**src/rtl/mc_control.sv**
```systemverilog
// Multi-cycle core control unit: FETCH/DECODE/EXECUTE sequencing, datapath strobes and a
// memory wait watchdog that traps into FAULT when a handshake never completes.
module mc_control #(
   parameter int unsigned OPW      = 3,
   parameter int unsigned WAIT_MAX = 15
) (
   input  logic           clk,
   input  logic           reset,
   input  logic [OPW-1:0] opcode,
   input  logic           mem_ready,
   input  logic           ac_zero,
   output logic           rd_mem,
   output logic           wr_mem,
   output logic           ir_on_adr,
   output logic           pc_on_adr,
   output logic           dbus_on_data,
   output logic           data_on_dbus,
   output logic           ld_ir,
   output logic           ld_ac,
   output logic           ld_pc,
   output logic           inc_pc,
   output logic           clr_pc,
   output logic           pass,
   output logic           add,
   output logic           sub,
   output logic           alu_on_dbus,
   output logic           halted,
   output logic           bus_err,
   output logic [2:0]     state
);

   typedef enum logic [2:0] {
      StReset   = 3'd0,
      StFetch   = 3'd1,
      StDecode  = 3'd2,
      StExecute = 3'd3,
      StHalt    = 3'd4,
      StFault   = 3'd5,
      StBad6    = 3'd6,
      StBad7    = 3'd7
   } state_e;

   localparam logic [7:0] WaitLast = 8'(WAIT_MAX - 1);

   state_e     state_q, state_d;
   logic [7:0] wait_q, wait_d;
   logic [7:0] op;

   assign op    = 8'(opcode);
   assign state = state_q;

   always_comb begin
      rd_mem       = 1'b0;
      wr_mem       = 1'b0;
      ir_on_adr    = 1'b0;
      pc_on_adr    = 1'b0;
      dbus_on_data = 1'b0;
      data_on_dbus = 1'b0;
      ld_ir        = 1'b0;
      ld_ac        = 1'b0;
      ld_pc        = 1'b0;
      inc_pc       = 1'b0;
      clr_pc       = 1'b0;
      pass         = 1'b0;
      add          = 1'b0;
      sub          = 1'b0;
      alu_on_dbus  = 1'b0;
      halted       = 1'b0;
      bus_err      = 1'b0;
      state_d      = state_q;

      case (state_q)
         StReset: begin
            clr_pc  = 1'b1;
            state_d = reset ? StReset : StFetch;
         end
         StFetch: begin
            pc_on_adr    = 1'b1;
            rd_mem       = 1'b1;
            data_on_dbus = 1'b1;
            if (mem_ready) begin
               ld_ir   = 1'b1;
               inc_pc  = 1'b1;
               state_d = StDecode;
            end
         end
         StDecode: state_d = StExecute;
         StExecute: begin
            state_d = StFetch;
            case (op)
               8'd0: begin
                  ir_on_adr    = 1'b1;
                  rd_mem       = 1'b1;
                  data_on_dbus = 1'b1;
                  ld_ac        = mem_ready;
                  if (!mem_ready) state_d = StExecute;
               end
               8'd1: begin
                  pass         = 1'b1;
                  ir_on_adr    = 1'b1;
                  dbus_on_data = 1'b1;
                  wr_mem       = 1'b1;
                  if (!mem_ready) state_d = StExecute;
               end
               8'd2: ld_pc = 1'b1;
               8'd3: begin
                  add         = 1'b1;
                  alu_on_dbus = 1'b1;
                  ld_ac       = 1'b1;
               end
               8'd4: begin
                  sub         = 1'b1;
                  alu_on_dbus = 1'b1;
                  ld_ac       = 1'b1;
               end
               8'd5: ld_pc = ac_zero;
               8'd7: state_d = StHalt;
               default: ;
            endcase
         end
         StHalt:  halted  = 1'b1;
         StFault: bus_err = 1'b1;
         default: state_d = StReset;
      endcase

      // Count stalled access cycles; any completed or non-memory cycle restarts the count.
      if ((rd_mem || wr_mem) && !mem_ready) begin
         wait_d = 8'(wait_q + 8'd1);
         if (wait_q == WaitLast) state_d = StFault;
      end else begin
         wait_d = 8'd0;
      end
   end

   always_ff @(posedge clk) begin
      if (reset) begin
         state_q <= StReset;
         wait_q  <= 8'd0;
      end else begin
         state_q <= state_d;
         wait_q  <= wait_d;
      end
   end

endmodule

```
**config.mk**
```make
export PLATFORM = sky130hd
export DESIGN_NAME = mc_control
export DESIGN_NICKNAME = d
export VERILOG_FILES = /design/src/rtl/mc_control.sv
export SDC_FILE = /design/constraint.sdc
export NUM_CORES = 1
export LEC_CHECK = 0
export CAP_MARGIN = 40
export CORE_UTILIZATION = 45
export DETAILED_ROUTE_END_ITERATION = 10
export HOLD_SLACK_MARGIN = 0.12
export MAX_ROUTING_LAYER = met4
export PLACE_DENSITY = 0.89
export SLEW_MARGIN = 20
export SYNTH_ARGS = -nofsm -noshare
export SYNTH_HDL_FRONTEND = slang
export SYNTH_SLANG_ARGS = --single-unit
```
**constraint.sdc**
```tcl
create_clock -name clk -period 2.5 [get_ports clk]
set_clock_uncertainty 0.15 [all_clocks]
set_input_delay 0.375 -clock clk [delete_from_list [all_inputs] [get_ports clk]]
set_output_delay 0.375 -clock clk [all_outputs]
set_load 0.02 [all_outputs]
```
==> results.yml <==
routing:
  drt_pass1_iterations: 4
  drc_errors: 0
  drt-met1-wl_um: 677
  ant_nets: 0
  viasPerCell: 5.49
  drt_iter0_drc: 18
  wl_met2_um: 840
  vias: 725
  highest_layer: "met4"
  routedWlPerCell_um: 12.4
  dr_wl_met3_um: 109
  wirelength_um: 1640
clock_tree:
  tritoncts: "built"
  cts_buffer_depth: 2
  clock_latency_ns: 0.27
  clkSinkCount: 11
  post-cts-setup-buffer-count: 0
  clk_pin_slew_ns: 0.06
  root_buffer: "clkbuf_4"
  cts_inserted_buffers: 3
  htreeDepth: 1
synth:
  synth_edf_count: 0
  synth_top_area_cell: "dfxtp_1"
  async_flop_share_pct: 0
  synth.ff_latch_count: 11
  seq_area_frac_synth_pct: 31.7
  synth_flop_cell: "dfxtp_1"
  yosysWarnings: 0
  synth_top_area_share_pct: 31.7
  syn_inst: 89
  ys_top_cells_by_count: "11 x dfxtp_1, 11 x nor2_1, 10 x a21oi_1, 5 x buf_2, 5 x o21ai_0"
  netlist_area_um2: 694
  yosys-top-cells-area: "dfxtp_1 32%, a21oi_1 7.2%, nor2_1 5.9%, buf_4 4.3%, nand3b_1 4.3%"
  ys_types: 28
  synth_nets: 98
  synth.avg_cell_area_um2: 7.80
cells_and_area:
  final_area_um2: 1010
  area_delta_synth_final_pct: 45.9
  drive_gt1_share_pct: 12.0
  antenna_cells: 0
  multi_input_area_um2: 418
  layout.nets: 127
  fillers: 113
  regArea_um2: 221
  fin_cells: 132
setup_path:
  critPathMaxStageDelay_ns: 0.60
  critical_path.cell_chain: "clkdlybuf4s50_1 -> buf_4 -> nand3b_1 -> nor2_1 -> clkdlybuf4s50_1"
  worstPathMaxFanout: 6
  startpoint_type: "primary input"
  crit_buf_inv: 3
  cp_slowest_cell: "clkdlybuf4s50_1"
  critPathKind: "in -> out"
  timing.critical_path.mode_cell: "clkdlybuf4s50_1"
  endpoint_kind: "primary output"
  worstPathRequired_ns: 1.98
  arrival_ns: 1.90
  critPathTopFamily: "buffers and inverters"
die:
  die_h_um: 41.3
  start_util_pct: 50.8
  die_area_um2: 1700
  fp.coreArea_um2: 1370
  num_rows: 13
  ioPinCount: 27
  die_w_um: 41.3
global_routing:
  grt_pass1_wl_um: 2340
  antenna_found_initial: 0
  grt_max_degree: 13
  grt_use_total_pct: 21.9
  grt_remaining_overflow: 0
  grt_pass1_vias: 566
sta:
  fin_crit_sh_pct: 96.8
  max_freq_mhz: 413
  finalCriticalPeriod_ns: 2.42
  final_hold_viol_count: 0
  maxSlewViolCount: 0
  slew_headroom_pct: 78.2
  rsz0062_at_grt: "false"
  final-setup-viol-count: 0
  tightest_slew_ns: 0.323
placed_design:
  portBuffers: 26
  place.gp.congestion: 0.678
  placed_area_um2: 977
  hpwl_um: 1260
  dp.cells: 128
power_and_ir_drop:
  p_per_area_nw_per_um2: 398
  vdd_drop_max_uv: 305
  power.leakage_nw: 0.460
run:
  drv_cap: 0
run_status:
  status: "completed"
hold_path:
  worstHoldPathType: "reg -> reg"
[worst paths after layout]
| check | startpoint | slack (ns) | to | cells after the start |
|---|---|---|---|---|
| max | opcode[2] | 0.08 | add | 5 |
| min | wait_q[0] | 0.34 | wait_q[0] | 1 |
| max reg2reg | wait_q[1] | 1.02 | wait_q[6] | 4 |
| min reg2reg | wait_q[0] | 0.34 | wait_q[0] | 1 |
[layer usage]
| metal | vias to the layer above | GRT usage [%] |
|---|---|---|
| li1 | 375 | - |
| met1 | 324 | 22.4 |
| met2 | 24 | 41.8 |
| met3 | 2 | 4.89 |
| met4 | 0 | 4.84 |
| met5 | - | - |
[placed cells by master (no fill, tap or decap), types with 3 or more instances in the layout]
cell	n
nor2_1	11
a21oi_1	10
dlygate4sd2_1	5
nand2_1	4
or3_1	4
nand3_1	4
dlymetal6s2s_1	6
dfxtp_1	10
o21ai_0	5
clkbuf_4	3
clkdlybuf4s50_1	15
buf_4	7
nand3b_1	4
nor3b_1	3
[flip-flops by register name, summed over array words and instances (netlist names)]
register,count
wait_q,8
state,3
[power by group]
group          leakage [nW]  internal (W)  switching, W
registers            0.0893      0.000179    0.00000607
clock network        0.0150     0.0000618     0.0000582
logic                 0.356     0.0000483     0.0000496
[layout make-up]
cell class	count	share of cell area, %
repair buffers	33	31.7
clock buffers	4	2.59
multi-input cells	67	41.2
flip-flops and latches	11	21.9
well taps	15	1.85
inverters	2	0.741
[repair_timing]
action / CTS / global route
resized for setup: 5 / 7
endpoints found under the setup margin: 6 / 6
hold buffers: 0 / 0
pin swaps: 0 / 0
[stage by stage]
stage | hold WS, ns | util, % | TNS, ns | total power [W] | worst slack [ns]
after floorplan | 0.294 | - | 0 | 0.000243 | 0.274
after global placement | 0.319 | 71.5 | 0 | 0.000287 | 0.00950
after detailed placement | 0.336 | 71.5 | -0.0843 | 0.000289 | -0.0314
after CTS | 0.350 | 73.0 | 0 | 0.000408 | 0.00706
after global routing | 0.384 | 74.2 | 0 | 0.000428 | 0.00388
final | 0.342 | 74.2 | 0 | 0.000403 | 0.0790
[logic make-up (layout without fill, tap and decap cells)]
logic type | after synthesis | after routing | share of synthesized area [%]
adders and majority gates | 2 | 2 | 3.60
and+or+nand+nor | 44 | 44 | 37.8
AOI/OAI and AO/OA | 18 | 18 | 14.1
buffers and inverters | 11 | 39 | 9.01
DFF | 11 | 11 | 31.7
xor gates and xnor gates | 3 | 3 | 3.78
Power figures use the tool's default switching activity.
